<file path="src/rtl/game_status_pkg.sv">
// Shared definitions for the game status controller.
// Holds the status codes, the result codes, the peer code sets used by the
// sequencer, and a helper that checks every active peer against a code set.
package game_status_pkg;

  // Upper bound on remote opponents; peer vectors are widened to this size
  // before being handed to the helper function.
  localparam int unsigned MAX_PEERS = 3;

  typedef enum logic [2:0] {
    STAT_NORMAL        = 3'b000,
    STAT_MATCH_ING     = 3'b001,
    STAT_MATCH_CANCEL  = 3'b010,
    STAT_MATCH_SUCCESS = 3'b011,
    STAT_GAME_INITIAL  = 3'b100,
    STAT_GAME_CNTDOWN  = 3'b101,
    STAT_GAME_ING      = 3'b110,
    STAT_GAME_OVER     = 3'b111
  } stat_e;

  typedef enum logic [1:0] {
    RES_NONE  = 2'd0,
    RES_WIN   = 2'd1,
    RES_LOSE  = 2'd2,
    RES_ABORT = 2'd3
  } res_e;

  // Code sets as one-hot masks indexed by the 3-bit peer code.
  localparam logic [7:0] SET_SEARCH = 8'b0000_1010; // MATCH_ING or MATCH_SUCCESS
  localparam logic [7:0] SET_READY  = 8'b1111_1000; // MATCH_SUCCESS or later
  localparam logic [7:0] SET_OVER   = 8'b1000_0000; // GAME_OVER only

  // True when each of the first n peers reports a code contained in codes.
  function automatic logic peers_in_set(input logic [3*MAX_PEERS-1:0] stat,
                                        input int unsigned            n,
                                        input logic [7:0]             codes);
    logic ok;
    ok = 1'b1;
    for (int unsigned i = 0; i < MAX_PEERS; i++) begin
      if (i < n && !codes[stat[3*i +: 3]]) ok = 1'b0;
    end
    return ok;
  endfunction

endpackage

</file>
<file path="src/rtl/tick_down_cnt.sv">
// Loadable down counter enabled by a tick strobe.
// Ports:
//   clk, rst_n  clock, asynchronous active-low reset (count -> 0)
//   clr         synchronous clear to 0 (highest priority)
//   load        synchronous load of load_val
//   load_val    value loaded on load
//   en          decrement enable (one-cycle tick)
//   count       current count; saturates at 0
//   term        count == 1, i.e. the next enabled tick is the last one
module tick_down_cnt #(
  parameter int unsigned WIDTH = 4
) (
  input  logic             clk,
  input  logic             rst_n,
  input  logic             clr,
  input  logic             load,
  input  logic [WIDTH-1:0] load_val,
  input  logic             en,
  output logic [WIDTH-1:0] count,
  output logic             term
);

  always_ff @(posedge clk or negedge rst_n) begin
    if (!rst_n) begin
      count <= '0;
    end else if (clr) begin
      count <= '0;
    end else if (load) begin
      count <= load_val;
    end else if (en && count != '0) begin
      count <= count - WIDTH'(1);
    end
  end

  assign term = (count == WIDTH'(1));

endmodule

</file>
<file path="src/rtl/game_status_ctrl.sv">
// Game status sequencer for a local player versus 1..NUM_PEERS opponents.
// Walks NORMAL -> (matchmaking) -> GAME_INITIAL -> GAME_CNTDOWN -> GAME_ING
// -> GAME_OVER, with match timeout, single-player pause and a result code.
// Ports:
//   global_clk, rst_n  clock, asynchronous active-low reset
//   pb_ctl, pb_pause   one-cycle button pulses
//   dip_players        1 = multiplayer (sampled only when leaving NORMAL)
//   game_tick          one-cycle timing strobe
//   peer_stat          3-bit status code per peer, peer i at [3i+2:3i]
//   peer_valid         link-alive flag per peer
//   table_ready        board cleared and ready
//   top_out            local stack overflow (local player lost)
//   stat_out           current status code
//   cntdown_val        countdown digit
//   paused             single-player pause active
//   result             0 none, 1 win, 2 lose, 3 abort
//   stat_chg           high in the first cycle of a new stat_out value
module game_status_ctrl
  import game_status_pkg::*;
#(
  parameter int unsigned NUM_PEERS     = 1,
  parameter int unsigned CNT_SECS      = 3,
  parameter int unsigned MATCH_TIMEOUT = 10
) (
  input  logic                            global_clk,
  input  logic                            rst_n,
  input  logic                            pb_ctl,
  input  logic                            pb_pause,
  input  logic                            dip_players,
  input  logic                            game_tick,
  input  logic [3*NUM_PEERS-1:0]          peer_stat,
  input  logic [NUM_PEERS-1:0]            peer_valid,
  input  logic                            table_ready,
  input  logic                            top_out,
  output logic [2:0]                      stat_out,
  output logic [$clog2(CNT_SECS+1)-1:0]   cntdown_val,
  output logic                            paused,
  output logic [1:0]                      result,
  output logic                            stat_chg
);

  localparam int unsigned CW    = $clog2(CNT_SECS + 1);
  localparam int unsigned TW    = $clog2(MATCH_TIMEOUT + 1);
  localparam int unsigned EXT_W = 3 * MAX_PEERS;

  stat_e stat_q, stat_nxt;
  res_e  res_q, res_nxt;
  logic  mp_q, mp_nxt;
  logic  paused_q, paused_nxt;
  logic  chg_q;

  logic          cd_clr, cd_load, cd_en, cd_term;
  logic          tm_load, tm_en, tm_term;
  logic [TW-1:0] timer_cnt_unused;

  logic [EXT_W-1:0] stat_ext;
  logic             all_valid, all_search, all_ready, all_over;

  assign stat_ext   = EXT_W'(peer_stat);
  assign all_valid  = &peer_valid;
  assign all_search = peers_in_set(stat_ext, NUM_PEERS, SET_SEARCH);
  assign all_ready  = peers_in_set(stat_ext, NUM_PEERS, SET_READY);
  assign all_over   = peers_in_set(stat_ext, NUM_PEERS, SET_OVER);

  // Countdown digit lives directly in this counter's register.
  tick_down_cnt #(.WIDTH(CW)) u_cntdown (
    .clk      (global_clk),
    .rst_n    (rst_n),
    .clr      (cd_clr),
    .load     (cd_load),
    .load_val (CW'(CNT_SECS)),
    .en       (cd_en),
    .count    (cntdown_val),
    .term     (cd_term)
  );

  // Match timer counts remaining ticks down from MATCH_TIMEOUT; the tick seen
  // while one remains is the one where elapsed ticks reach MATCH_TIMEOUT.
  tick_down_cnt #(.WIDTH(TW)) u_match_timer (
    .clk      (global_clk),
    .rst_n    (rst_n),
    .clr      (1'b0),
    .load     (tm_load),
    .load_val (TW'(MATCH_TIMEOUT)),
    .en       (tm_en),
    .count    (timer_cnt_unused),
    .term     (tm_term)
  );

  always_ff @(posedge global_clk or negedge rst_n) begin
    if (!rst_n) begin
      stat_q   <= STAT_NORMAL;
      res_q    <= RES_NONE;
      mp_q     <= 1'b0;
      paused_q <= 1'b0;
      chg_q    <= 1'b0;
    end else begin
      stat_q   <= stat_nxt;
      res_q    <= res_nxt;
      mp_q     <= mp_nxt;
      paused_q <= paused_nxt;
      chg_q    <= (stat_nxt != stat_q);
    end
  end

  always_comb begin
    stat_nxt   = stat_q;
    res_nxt    = res_q;
    mp_nxt     = mp_q;
    paused_nxt = paused_q;
    cd_clr     = 1'b0;
    cd_load    = 1'b0;
    cd_en      = 1'b0;
    tm_load    = 1'b0;
    tm_en      = 1'b0;
    case (stat_q)
      STAT_NORMAL: begin
        if (pb_ctl) begin
          mp_nxt = dip_players;
          if (dip_players) begin
            stat_nxt = STAT_MATCH_ING;
            tm_load  = 1'b1;
          end else begin
            stat_nxt = STAT_GAME_INITIAL;
          end
        end
      end
      STAT_MATCH_ING: begin
        tm_en = game_tick;
        if (all_valid && all_search)  stat_nxt = STAT_MATCH_SUCCESS;
        else if (pb_ctl)              stat_nxt = STAT_MATCH_CANCEL;
        else if (game_tick && tm_term) stat_nxt = STAT_MATCH_CANCEL;
      end
      STAT_MATCH_CANCEL: begin
        if (game_tick) stat_nxt = STAT_NORMAL;
      end
      STAT_MATCH_SUCCESS: begin
        if (!all_valid)     stat_nxt = STAT_MATCH_CANCEL;
        else if (all_ready) stat_nxt = STAT_GAME_INITIAL;
      end
      STAT_GAME_INITIAL: begin
        if (table_ready) begin
          stat_nxt = STAT_GAME_CNTDOWN;
          cd_load  = 1'b1;
        end
      end
      STAT_GAME_CNTDOWN: begin
        cd_en = game_tick;
        if (game_tick && cd_term) stat_nxt = STAT_GAME_ING;
      end
      STAT_GAME_ING: begin
        if (top_out) begin
          stat_nxt   = STAT_GAME_OVER;
          res_nxt    = RES_LOSE;
          paused_nxt = 1'b0;
        end else if (mp_q && !all_valid) begin
          stat_nxt = STAT_GAME_OVER;
          res_nxt  = RES_ABORT;
        end else if (mp_q && all_over) begin
          stat_nxt = STAT_GAME_OVER;
          res_nxt  = RES_WIN;
        end else if (!mp_q && pb_pause) begin
          paused_nxt = !paused_q;
        end
      end
      STAT_GAME_OVER: begin
        if (pb_ctl) begin
          stat_nxt   = STAT_NORMAL;
          res_nxt    = RES_NONE;
          paused_nxt = 1'b0;
          cd_clr     = 1'b1;
        end
      end
      default: stat_nxt = STAT_NORMAL;
    endcase
  end

  assign stat_out = stat_q;
  assign result   = res_q;
  assign paused   = paused_q;
  assign stat_chg = chg_q;

endmodule

</file>
<file path="config.mk">
export PLATFORM = sky130hd
export DESIGN_NAME = game_status_ctrl
export DESIGN_NICKNAME = d
export VERILOG_FILES = /design/src/rtl/game_status_pkg.sv /design/src/rtl/tick_down_cnt.sv /design/src/rtl/game_status_ctrl.sv
export SDC_FILE = /design/constraint.sdc
export NUM_CORES = 1
export LEC_CHECK = 0
export BUFFER_PORTS_ARGS = -buffer_cell sky130_fd_sc_hd__buf_2
export CELL_PAD_IN_SITES_DETAIL_PLACEMENT = 0
export CELL_PAD_IN_SITES_GLOBAL_PLACEMENT = 1
export CORE_MARGIN = 8
export CORE_UTILIZATION = 40
export DETAILED_ROUTE_END_ITERATION = 6
export PLACE_DENSITY = 0.89
export SLEW_MARGIN = 20
export SYNTH_ARGS = -nofsm -noshare
export SYNTH_HDL_FRONTEND = slang
export SYNTH_SLANG_ARGS = --single-unit
</file>
<file path="constraint.sdc">
create_clock -name global_clk -period 2.1 [get_ports global_clk]
set_input_delay 0.105 -clock global_clk [delete_from_list [all_inputs] [get_ports global_clk]]
set_output_delay 0.105 -clock global_clk [all_outputs]
set_load 0.03 [all_outputs]
</file>
## Word-level counts from Yosys, hierarchy flattened

Memories as Yosys holds them, arrays and structs flattened.
Index checks and enable logic that the tools add are counted.
Widths: inputs -> output; s select.

| operators by class | value |
|---|---|
| add/sub/neg operators | 2 |
| magnitude comparators | 1 |
| equal/unequal tests | 15 |
| muxes and demuxes | 45 |
| reduce and logical (&&, ||, !) cells | 20 |

Operator list:

| cell | count |
|---|---|
| $mux 3 | 14 |
| $pmux 3 s8 | 1 |
| $mux 1 | 19 |
| $mux 2 | 7 |
| $eq 3x3->1 const B | 4 |
| $ne 3x3->1 const B | 3 |
| $logic_and 1x1->1 | 8 |
| $mux 4 | 2 |
| $eq 3x2->1 const B | 2 |
| $reduce_bool 2->1 | 3 |
| $reduce_and 5->1 | 1 |
| $eq 4x1->1 const B | 1 |
| $lt 3x4->1 const B | 1 |
| $ne 4x4->1 const B | 1 |
| $pmux 2 s2 | 1 |
| $reduce_bool 4->1 | 1 |
| $sub 4x1->4 const B | 1 |
| $eq 3x1->1 const B | 1 |
| $logic_not 1->1 | 3 |
| $logic_not 3->1 | 1 |
| $ne 3x3->1 | 1 |
| $reduce_and 3->1 | 1 |
| $reduce_bool 3->1 | 1 |
| $eq 2x1->1 const B | 1 |
| 4 further kinds | 4 |

| storage, ports and cells | value |
|---|---|
| register bits after elaboration | 14 |
| memory bits (read-only) | 24 |
| input bits | 12 |
| output and inout bits | 9 |
| word-level logic and storage cells | 93 |
| memories kept | 3 |

Memories:

| memory | depth | bits a word | rd ports | clocked after memory_dff | wr ports | RTL line | RTL |
|---|---|---|---|---|---|---|---|
| (name not given) | 8 | 1 | 1 | 0 | 0 | game_status_pkg.sv:40 | `if (i < n && !codes[stat[3*i +: 3]]) ok = 1'b0;` |
| (name not given) | 8 | 1 | 1 | 0 | 0 | game_status_pkg.sv:40 |  |
| (name not given) | 8 | 1 | 1 | 0 | 0 | game_status_pkg.sv:40 |  |

## Longest topological paths before layout

Gate-level depths: netlist of run 1.

| logic depth | value |
|---|---|
| depth in word-level cells | 9 |
| depth in mapped cells | 6 |
| depth with buffers taken out | 6 |

## Cells and area by module

A second synthesis of run 1 with hierarchy kept.

| unflattened totals | value |
|---|---|
| cells, all modules | 121 |
| area, all modules | 1126.1 µm² |

Modules (own cells, without submodules):

| module | instances | cells an instance | area each (µm²) | seq. area each (µm²) |
|---|---|---|---|---|
| game_status_ctrl | 1 | 75 | 651.9 | 200.2 |
| tick_down_cnt at u_match_timer | 1 | 31 | 311.5 | 100.1 |
| tick_down_cnt at u_cntdown | 1 | 15 | 162.7 | 50.0 |

## Worst setup path before layout of run 1

Ideal clock, no wire load.

| path | value |
|---|---|
| path type | flip-flop to flip-flop |
| from | reg u_cntdown.count[0] |
| to | reg u_cntdown.count[0] |
| setup time | 0.118 ns |
| arrival | 1.677 ns |
| required time | 1.982 ns |
| slack | 0.305 ns |
| cell stages (with the launch flop) | 6 |
| buffers on the path | 0 |
| clock period less this slack | 1.795 ns |
| path through | dfrtp_1 inv_1 ha_1 or4_4 xnor2_2 a21o_1 |

| on the way | value |
|---|---|
| word-level cells in the longest chain between the ends | 4 |
| elaborated cells on any way between the ends | 7 |
| those cells by class | add/sub: 1; mux: 3; reduce/logical: 3 |

Ends and longest elaborated chain:

| item | RTL line | RTL |
|---|---|---|
| start: declaration | tick_down_cnt.sv:19 | `output logic [WIDTH-1:0] count,` |
| start signal: assignment | tick_down_cnt.sv:29 | `count <= load_val;` |
| start signal: assignment | tick_down_cnt.sv:31 | `count <= count - WIDTH'(1);` |
| $sub 2x1->2 | tick_down_cnt.sv:31 |  |
| $mux 2 | tick_down_cnt.sv:30 | `end else if (en && count != '0) begin` |
| $mux 2 | tick_down_cnt.sv:28 | `end else if (load) begin` |
| $mux 2 | tick_down_cnt.sv:26 | `end else if (clr) begin` |

Parallel ways exist; a longest one is shown, timed or not. The select of a mux whose other input is x is not followed.
A chain may end at the register's enable or synchronous reset.

## Worst setup path in the final report of run 1

| path | value |
|---|---|
| from | reg stat_q[2], in the netlist stat_out[2] |
| to | reg u_cntdown.count[0] |

| on the way | value |
|---|---|
| word-level cells in the longest chain between the ends | 4 |
| elaborated cells on any way between the ends | 10 |
| those cells by class | eq/ne: 3; mux: 5; reduce/logical: 2 |

Ends and longest elaborated chain:

| item | RTL line | RTL |
|---|---|---|
| start: declaration | game_status_ctrl.sv:46 | `stat_e stat_q, stat_nxt;` |
| start signal: assignment | game_status_ctrl.sv:98 | `stat_q <= stat_nxt;` |
| $eq 3x3->1 | game_status_ctrl.sv:116 | `case (stat_q)` |
| $mux 1 | game_status_ctrl.sv:116 |  |
| $mux 2 / $logic_and 1x1->1 (equally long branches) | tick_down_cnt.sv:28, tick_down_cnt.sv:30 |  |
| $mux 2 / $reduce_bool 3->1 (equally long branches) | - |  |

Parallel ways exist; a longest one is shown, timed or not.

==> impl_metrics.py, run 1 <==
metrics = {
    "sta": {
        "grt_setup_unrepaired": "no",
        "timing.fmax_ghz": 0.587,
        "final.setup.worst_slack_ns": 0.398,
        "maxSlewViolCount": 0,
        "fin_hold_ws_ns": 0.150,
        "maximum_clock_skew_at_final_layout_ns": 0.00389,
        "fin_tns_setup_ns": 0,
        "timing_hold_violations_final": 0,
        "report.final.setup_viol": 0,
        "final_critical_delay_including_setup_and_external_delays_ns": 1.70,
        "relSlewSlack": 0.666,
        "final.period_utilization": 0.811,
        "worst_slew_pin_slew_ns": 0.501,
    },
    "drt": {
        "antenna_violating_nets_post_route": 0,
        "initialDrtViolationCount": 48,
        "detail_route.drc_violations": 0,
        "routed_via_count": 914,
        "drt-pass1-iter-count": 5,
        "wl_mm": 2.43,
        "via_per_inst": 5.51,
        "wl_per_cell_um": 14.6,
    },
    "grt": {
        "maximum_number_of_pins_on_one_net_before_global_route_repair": 17,
        "grt_pass1_wl_mm": 4.04,
        "gr-usage-all-layers": 0.113,
        "antenna_violations_before_repair": 0,
        "grt_overflow": 0,
        "grt_pass1_vias": 863,
    },
    "flow_run": {
        "maxCapViolCount": 0,
    },
    "cts": {
        "postCtsSetupBuffers": 0,
        "cts_root_buffer": "clkbuf_4",
        "clock_sink_count": 14,
        "worst_skew_pair_later_pin_latency_ns": 0.27,
        "clock_pin_slew_reported_for_the_worst_setup_and_hold_paths_after_clock_tree_synthesis_ns": 0.09,
        "cts.htree.levels": 1,
        "cts.hold.buffers_added": 1,
        "tritoncts": "yes",
        "numCtsBuffers": 3,
        "cts_repair_resize_count": 0,
        "cts_buffer_depth": 2,
    },
    "floorplanning": {
        "die_area_um2": 4390,
        "rows": 18,
        "fp.coreArea_um2": 2430,
        "die_h_um": 66.2,
        "die_w_um": 66.2,
        "initial_standard_cell_utilization_of_the_core": 0.415,
        "pin_count": 21,
    },
    "setup_path": {
        "critPathKind": "register to register",
        "timing.reg2reg.setup_slack_ns": 0.40,
        "setup.worst_path.end": "u_cntdown.count[0]",
        "worstSetupStartpointType": "register",
        "crit_path_required_time_ns": 2.27,
        "delay_of_the_slowest_cell_on_the_worst_path_ns": 0.63,
        "critical_path.startpoint": "stat_out[2]",
        "worstRegToRegCells": 4,
        "critical_path_arrival_ns": 1.87,
        "timing.rr.end": "u_cntdown.count[0]",
        "top_fanout_value_on_the_critical_path": 15,
        "worstPathCellList": "inv_2 -> or4_4 -> xnor2_2 -> a21o_1",
        "crit_path_end_kind": "register",
        "cp_slowest_cell": "dfrtp_1",
        "r2r-start": "stat_out[2]",
    },
    "synth": {
        "syn_nets": 130,
        "synth_edf_count": 0,
        "synth.distinct_cells": 49,
        "synth_area_per_cell_um2": 8.86,
        "syn-cell-area_um2": 1010,
        "yosys_most_used_dff": "dfrtp_1",
        "post_synth_inst_count": 114,
        "postSynthRegisterBits": 14,
        "asyncSetResetFlopFracSynth": 1.00,
        "synth_seq_area_share": 0.347,
        "synth.yosys.warnings": 0,
    },
    "final_layout": {
        "leading_cell_type_in_the_layout_fill_and_taps_excluded": "buf_2",
        "ant_diodes": 0,
        "seq_area_um2": 350,
        "area_used_by_multi_input_combinational_logic_um2": 603,
        "final_net_count": 153,
        "finalInstanceArea_um2": 1180,
        "most-common-layout-cells": "buf_2, dfrtp_1, nand2_1, inv_1, a21oi_1",
        "synthToLayoutAreaGrowth_pct": 17.1,
        "post_layout_nonfiller_instances": 166,
        "num-fill-cells": 247,
        "drive_gt1_frac": 0.243,
    },
    "min_path": {
        "hold_path_class": "primary input to register",
    },
    "placed_design": {
        "io_buffers": 20,
        "preCtsSetupSlack_ns": 0.409,
        "postPlaceCellArea_um2": 1140,
        "post-dp-hpwl_mm": 1.93,
        "placed_cells": 161,
        "routabilityCongestion": 0.843,
    },
    "pwr": {
        "ir_drop_v": 0.000695,
        "total_leakage_power_nw": 0.568,
        "power_density_nw_per_um2": 1440,
    },
    "run_status": {
        "status": "finished clean",
    },
}
-- worst max-delay path: cells and delay by family, from the launching register on --
family	cells	cell delay [ns]
flops	1	0.63
simple gates	1	0.56
xor+xnor	1	0.15
compound gates	1	0.16
buf+inv	1	0.10
-- worst min path at each step --
stage,startpoint,end,slack (ns),cells past startpoint
finish,dip_players,stat_chg,0.15,2
global route,dip_players,stat_chg,0.14,2
CTS,dip_players,stat_chg,0.13,2
detailed placement,rst_n,paused,0.03,1
global placement,rst_n,paused,0.02,1
floorplan,rst_n,mp_q,-0.19,0
-- cells in the mapped netlist, types with 3 or more instances --
| master | number | area [µm²] |
|---|---|---|
| dfrtp_1 | 14 | 350 |
| nand2_1 | 11 | 41.3 |
| inv_1 | 9 | 33.8 |
| a21oi_1 | 8 | 40.0 |
| a21o_1 | 4 | 30.0 |
| ha_1 | 4 | 50.1 |
| nor2_1 | 4 | 15.0 |
| and2_1 | 3 | 18.8 |
| buf_2 | 3 | 15.0 |
| o21ai_0 | 3 | 15.0 |
-- cells by family (layout without fill, tap and decap cells) --
| kind of cell | count (synthesis) | in the layout | synth area share |
|---|---|---|---|
| XOR/XNOR | 4 | 4 | 0.0421 |
| AO/OA/AOI/OAI | 36 | 36 | 0.255 |
| flip-flops | 14 | 14 | 0.347 |
| adder cells (fa/ha/maj) | 4 | 4 | 0.0496 |
| buffers and inverters | 14 | 36 | 0.0557 |
| AND/OR/NAND/NOR | 41 | 41 | 0.240 |
| multiplexers | 1 | 1 | 0.00991 |
-- through the flow --
step	util	power (mW)
3_3_place_gp	0.467	1.48
4_1_cts	0.486	1.71
3_5_place_dp	0.467	1.51
6_report	0.486	1.70
2_1_floorplan	-	1.26
5_1_grt	0.486	1.84
-- routing by layer --
| layer | global-route usage | part of all wire | vias up |
|---|---|---|---|
| met4 | 0.0240 | 0.0041 | 0 |
| met1 | 0.142 | 0.44 | 429 |
| met3 | 0.0220 | 0.068 | 2 |
| li1 | - | - | 457 |
| met2 | 0.194 | 0.49 | 26 |
| met5 | 0 | 0 | - |
-- flip-flops by register name, indices dropped and copies added (netlist names) --
register / flops
stat_chg: 1
result: 2
paused: 1
u_match_timer.count: 4
mp_q: 1
u_cntdown.count: 2
stat_out: 3
-- area by class of cell --
cell class | instances | area share
repair buffers | 22 | 0.0995
well taps | 30 | 0.0317
flip-flops and latches | 14 | 0.296
inverters | 10 | 0.0317
multi-input cells | 86 | 0.510
clock buffers | 4 | 0.0307
-- power breakdown --
| group | total [mW] | internal [mW] | switching [mW] |
|---|---|---|---|
| Clock | 0.194 | 0.105 | 0.0889 |
| Sequential | 0.581 | 0.398 | 0.182 |
| Combinational | 0.926 | 0.396 | 0.530 |
| Total | 1.70 | 0.899 | 0.801 |
Power figures use the tool's default switching activity.
==> inputs of run 2 (changes only) <==
--- a/config.mk
+++ b/config.mk
@@ -9,9 +9,9 @@
 export CELL_PAD_IN_SITES_DETAIL_PLACEMENT = 0
 export CELL_PAD_IN_SITES_GLOBAL_PLACEMENT = 1
 export CORE_MARGIN = 8
-export CORE_UTILIZATION = 40
+export CORE_UTILIZATION = 36
 export DETAILED_ROUTE_END_ITERATION = 6
-export PLACE_DENSITY = 0.89
+export PLACE_DENSITY = 0.85
 export SLEW_MARGIN = 20
 export SYNTH_ARGS = -nofsm -noshare
 export SYNTH_HDL_FRONTEND = slang
==> constraint.sdc (replaced) <==
create_clock -name global_clk -period 1.4 [get_ports global_clk]
set_input_delay 0.07 -clock global_clk [delete_from_list [all_inputs] [get_ports global_clk]]
set_output_delay 0.07 -clock global_clk [all_outputs]
set_load 0.03 [all_outputs]
==> run 2 against run 1 <==
The flow now finishes with violations (negative setup slack); via count grew 11%; combinational power grew 120%; sequential share of layout area shrank 4.2 points; sequential cell count is the same; routed wire length grew 16%; cell count grew 12%; total power grew 79%; critical path depth grew 2; sequential power grew 36%; design area grew 18%; hold slack lost 0.095 ns; largest cell class unchanged.
==> impl_metrics.py, run 2 (synthesis gave the netlist of run 1 again) <==
metrics = {
    "pwr": {
        "ir_drop_v": 0.00117,
        "share_clk_of_total_power": 0.081,
        "power_switching_share": 0.446,
        "cell_internal_pwr_mw": 1.69,
        "power_density_nw_per_um2": 2170,
        "net-switching-power_mw": 1.36,
        "total_leakage_power_nw": 0.649,
        "sequentialPowerShare": 0.260,
        "comb_power_share": 0.659,
    },
    "setup_path": {
        "timing.reg2reg.setup_slack_ns": -0.08,
        "worstSetupStartpointType": "register",
        "critical_path_arrival_ns": 1.64,
        "crit_path_required_time_ns": 1.56,
        "r2r-start": "u_match_timer.count[1]",
        "critPathKind": "register to register",
        "crit_path_end_kind": "register",
        "timing.rr.end": "stat_chg",
        "worstRegToRegCells": 6,
        "top_fanout_value_on_the_critical_path": 2,
    },
    "cts": {
        "clock_pin_slew_reported_for_the_worst_setup_and_hold_paths_after_clock_tree_synthesis_ns": 0.09,
        "worst_skew_pair_later_pin_latency_ns": 0.28,
        "clock_sink_count": 14,
        "cts.htree.levels": 1,
        "numCtsBuffers": 3,
        "cts_buffer_depth": 2,
        "tritoncts": "yes",
        "cts_root_buffer": "clkbuf_4",
    },
    "floorplanning": {
        "rows": 19,
        "pin_count": 21,
        "die_w_um": 69.0,
        "die_h_um": 69.0,
        "initial_standard_cell_utilization_of_the_core": 0.373,
        "die_area_um2": 4760,
        "fp.coreArea_um2": 2710,
    },
    "final_layout": {
        "ant_diodes": 0,
        "most-common-layout-cells": "buf_2, buf_4, nand2_1, dfrtp_1, a21oi_1",
        "largest_register": "u_match_timer.count",
        "num-fill-cells": 261,
        "final_net_count": 172,
        "leading_cell_type_in_the_layout_fill_and_taps_excluded": "buf_2",
        "synthToLayoutAreaGrowth_pct": 38.7,
        "drive_gt1_frac": 0.432,
        "largest_reg_flops": 4,
    },
    "placed_design": {
        "io_buffers": 20,
        "routabilityCongestion": 0.808,
        "post-dp-hpwl_mm": 2.13,
    },
    "sta": {
        "maximum_clock_skew_at_final_layout_ns": 0.00330,
        "final_critical_delay_including_setup_and_external_delays_ns": 1.48,
        "final.setup.worst_slack_ns": -0.0773,
        "maxSlewViolCount": 0,
        "timing_hold_violations_final": 0,
        "grt_setup_unrepaired": "yes",
        "fin_tns_setup_ns": -0.336,
        "report.final.setup_viol": 8,
        "fin_hold_ws_ns": 0.0551,
        "worst_slew_pin_slew_ns": 0.348,
        "final.period_utilization": 1.06,
        "relSlewSlack": 0.768,
        "timing.fmax_ghz": 0.677,
    },
    "flow_run": {
        "maxCapViolCount": 0,
    },
    "min_path": {
        "timing.hold.worst_path_depth": 2,
        "hold_path_class": "primary input to register",
        "hold-path-endpoint": "stat_chg",
        "holdCritStartpoint": "dip_players",
    },
    "drt": {
        "via_per_inst": 5.46,
        "detail_route.drc_violations": 0,
        "initialDrtViolationCount": 45,
        "wl_per_cell_um": 15.1,
        "antenna_violating_nets_post_route": 0,
        "wl_mm": 2.80,
        "routed_via_count": 1015,
        "drt-pass1-iter-count": 4,
    },
    "run_status": {
        "failing_checks": "negative setup slack",
        "status": "finished, violations left",
    },
    "grt": {
        "antenna_violations_before_repair": 0,
        "grt_pass1_wl_mm": 4.64,
        "gr-usage-all-layers": 0.128,
        "grt_overflow": 0,
        "maximum_number_of_pins_on_one_net_before_global_route_repair": 15,
        "grt_pass1_vias": 1032,
    },
}
run 2: worst max-delay path: stages, from the launching register on:
cell	delay (ns)
dfrtp_1	0.37
inv_2	0.06
ha_2	0.17
and4bb_1	0.19
o31a_1	0.29
a31oi_1	0.14
o221ai_1	0.12
run 2: worst max-delay path by stage:
| stage | start | to | slack, ns | depth (start not counted) |
|---|---|---|---|---|
| floorplan | u_cntdown.count[0] | u_cntdown.count[0] | -0.15 | 5 |
| global placement | u_match_timer.count[0] | stat_chg | -0.05 | 5 |
| detailed placement | u_match_timer.count[0] | stat_chg | -0.07 | 5 |
| CTS | stat_out[2] | u_cntdown.count[0] | -0.05 | 4 |
| global route | stat_out[1] | paused | -0.13 | 4 |
| finish | u_match_timer.count[1] | stat_chg | -0.08 | 6 |
run 2: timing repair:
item,in CTS,in global routing
setup buffers,2,3
pin swaps,6,8
hold buffers,1,0
endpoints found under the hold margin,14,0
gates resized for setup,7,7
endpoints found under the setup margin,10,14
run 2: final cells by class:
class | count | area [µm²] | share of cell area
timing repair buffer | 41 | 275 | 0.197
multi-input combinational | 86 | 666 | 0.475
sequential | 14 | 357 | 0.255
clock buffer | 4 | 26.3 | 0.0188
inverter | 10 | 37.5 | 0.0268
tap | 31 | 38.8 | 0.0277
run 2: power groups by stage:
stage                     sequential (mW)  clock, mW  combinational (mW)
after floorplan                      1.01          0               0.958
after global placement              0.782          0                1.71
after detailed placement            0.789          0                1.77
after CTS                           0.784      0.253                1.91
after global routing                0.827      0.274                2.20
final                               0.791      0.246                2.00
run 2: metal layers:
metal / GRT usage / part of all wire
met1: 0.149 / 0.43
met2: 0.221 / 0.50
met3: 0.0258 / 0.051
met4: 0.0526 / 0.014
met5: 0 / 0
run 2: per-stage QoR:
step | util | setup slack (ns) | std cells | power, mW | cell area (µm²)
after floorplan | - | -0.146 | 114 | 1.97 | 1040
after global placement | 0.466 | -0.0532 | 176 | 2.50 | 1260
after detailed placement | 0.466 | -0.0652 | 176 | 2.55 | 1260
after CTS | 0.498 | -0.0492 | 183 | 2.94 | 1350
after global routing | 0.517 | -0.134 | 186 | 3.30 | 1400
final | 0.517 | -0.0773 | 186 | 3.04 | 1400
==> inputs of run 3 (changes only) <==
--- a/config.mk
+++ b/config.mk
@@ -12,6 +12,7 @@
 export CORE_UTILIZATION = 36
 export DETAILED_ROUTE_END_ITERATION = 6
 export PLACE_DENSITY = 0.85
+export SETUP_SLACK_MARGIN = 0.4
 export SLEW_MARGIN = 20
 export SYNTH_ARGS = -nofsm -noshare
 export SYNTH_HDL_FRONTEND = slang
==> run 3 against run 2 <==
The run still ends with negative setup slack left; cell count up 1.6%; maximum frequency fell by 0.82%; routed wire length increased by 1.6%; utilization increased by 5.4 points; critical path depth did not move; first-iteration DRC count fell by 4.4%; register-to-register slack barely moved; combinational power rose by 18%; die area did not move; via count grew 1.3%; total power rose by 14%; critical path type unchanged; highest routed layer unchanged.
==> impl_metrics.py, run 3 (synthesis gave the netlist of run 1 again) <==
metrics = {
    "setup_path": {
        "critical_path_arrival_ns": 1.66,
        "top_fanout_value_on_the_critical_path": 2,
        "worstSetupStartpointType": "register",
        "cp_num_buf_inv": 1,
        "cp_slowest_cell": "dfrtp_1",
        "worst_path_dominant_cell_family": "compound AO/OA/AOI/OAI gates",
        "crit_path_end_kind": "register",
        "worstPathCellList": "inv_2 -> ha_2 -> and4bb_1 -> o31a_1 -> a31oi_1 -> o221ai_1",
        "delay_of_the_slowest_cell_on_the_worst_path_ns": 0.37,
        "crit_path_required_time_ns": 1.57,
        "critPathKind": "register to register",
    },
    "pwr": {
        "ir_drop_v": 0.00130,
        "power_switching_share": 0.423,
        "comb_power_share": 0.680,
        "cell_internal_pwr_mw": 2.00,
        "total_leakage_power_nw": 0.712,
        "sequentialPowerShare": 0.230,
        "power_mw": 3.47,
        "power_density_nw_per_um2": 2240,
        "share_clk_of_total_power": 0.090,
        "net-switching-power_mw": 1.47,
    },
    "grt": {
        "grt_pass1_wl_mm": 4.75,
        "grt_pass1_vias": 1031,
        "grt_busiest_layer": "met2",
        "global_route.usage.met3": 0.0452,
        "grt.met1_usage": 0.154,
        "maximum_number_of_pins_on_one_net_before_global_route_repair": 15,
        "grt_overflow": 0,
        "antenna_violations_before_repair": 0,
        "gr-usage-all-layers": 0.132,
        "use_met2": 0.217,
    },
    "drt": {
        "routed_via_count": 1028,
        "drt-pass1-iter-count": 4,
        "initialDrtViolationCount": 43,
        "detail_route.drc_violations": 0,
        "wl_mm": 2.85,
        "wl_per_cell_um": 15.1,
        "via_per_inst": 5.44,
        "antenna_violating_nets_post_route": 0,
    },
    "cts": {
        "worst_skew_pair_later_pin_latency_ns": 0.29,
        "clock_pin_slew_reported_for_the_worst_setup_and_hold_paths_after_clock_tree_synthesis_ns": 0.09,
        "tritoncts": "yes",
        "numCtsBuffers": 3,
        "cts.htree.levels": 1,
        "clock_sink_count": 14,
        "cts_root_buffer": "clkbuf_4",
        "cts_buffer_depth": 2,
    },
    "final_layout": {
        "synthToLayoutAreaGrowth_pct": 53.2,
        "largest_reg_flops": 4,
        "ant_diodes": 0,
        "finish.utilization": 0.571,
        "seq_area_um2": 358,
        "area_used_by_multi_input_combinational_logic_um2": 706,
        "drive_gt1_frac": 0.506,
        "final_net_count": 175,
        "largest_register": "u_match_timer.count",
        "most-common-layout-cells": "buf_2, buf_4, buf_6, nand2_1, dfrtp_1",
        "num-fill-cells": 239,
        "post_layout_nonfiller_instances": 189,
    },
    "floorplanning": {
        "die_area_um2": 4760,
        "pin_count": 21,
        "initial_standard_cell_utilization_of_the_core": 0.373,
        "fp.coreArea_um2": 2710,
        "die_w_um": 69.0,
        "die_h_um": 69.0,
        "rows": 19,
    },
    "placed_design": {
        "io_buffers": 20,
        "post-dp-hpwl_mm": 2.13,
        "routabilityCongestion": 0.803,
        "placed_cells": 175,
    },
    "sta": {
        "maximum_clock_skew_at_final_layout_ns": 0.000589,
        "final.period_utilization": 1.06,
        "fin_tns_setup_ns": -0.366,
        "final.setup.worst_slack_ns": -0.0895,
        "report.final.setup_viol": 7,
        "relSlewSlack": 0.785,
        "maxSlewViolCount": 0,
        "grt_setup_unrepaired": "yes",
        "timing.fmax_ghz": 0.671,
        "timing_hold_violations_final": 0,
        "worst_slew_pin_slew_ns": 0.323,
        "final_critical_delay_including_setup_and_external_delays_ns": 1.49,
    },
    "flow_run": {
        "maxCapViolCount": 0,
    },
    "min_path": {
        "hold_path_class": "primary input to register",
    },
    "run_status": {
        "failing_checks": "negative setup slack",
        "status": "finished, violations left",
    },
}
-- run 3: final cells by class --
| type | count | area share |
|---|---|---|
| multi-input cells | 86 | 0.456 |
| repair buffers | 44 | 0.239 |
| flip-flops and latches | 14 | 0.231 |
| well taps | 31 | 0.0251 |
| inverters | 10 | 0.0243 |
| clock buffers | 4 | 0.0235 |
-- run 3: per-stage QoR --
| step | setup slack [ns] | area [µm²] | hold WS [ns] |
|---|---|---|---|
| after CTS | -0.0507 | 1490 | 0.0574 |
| final | -0.0895 | 1550 | 0.0595 |
| after detailed placement | -0.0418 | 1320 | -0.0126 |
| after global routing | -0.164 | 1550 | 0.0492 |
| after floorplan | -0.146 | 1110 | -0.226 |
| after global placement | -0.0108 | 1320 | -0.00823 |
-- run 3: what timing repair did --
| item | 4_1_cts | 5_1_grt |
|---|---|---|
| resized for setup | 21 | 5 |
| cloned | 0 | 1 |
| setup buffers | 7 | 1 |
| endpoints found under the hold margin | 14 | 0 |
| pin swaps | 5 | 10 |
| hold buffers | 1 | 0 |
| endpoints found under the setup margin | 18 | 19 |
-- run 3: worst paths after layout --
check / from / end / slack (ns) / cells after the start
worst max register to register: u_match_timer.count[1] / stat_chg / -0.09 / 6
min in group asynchronous: rst_n / u_match_timer.count[1] / 0.19 / 2
worst max-delay path: u_match_timer.count[1] / stat_chg / -0.09 / 6
worst min register to register: paused / paused / 0.53 / 1
worst min-delay path: dip_players / stat_chg / 0.06 / 2
max in group asynchronous: rst_n / stat_out[0] / 0.95 / 2
-- run 3: power groups by stage --
stage / sequential, mW / clock, mW / combinational (mW)
final: 0.799 / 0.311 / 2.36
after global routing: 0.822 / 0.331 / 2.57
after CTS: 0.792 / 0.313 / 2.21
after detailed placement: 0.786 / 0 / 1.91
after global placement: 0.779 / 0 / 1.86
after floorplan: 1.03 / 0 / 1.11
-- run 3: layer usage --
layer	wire (µm)	vias up
li1	-	503
met1	1230	495
met2	1390	25
met3	182	5
met4	46	0
met5	0	-
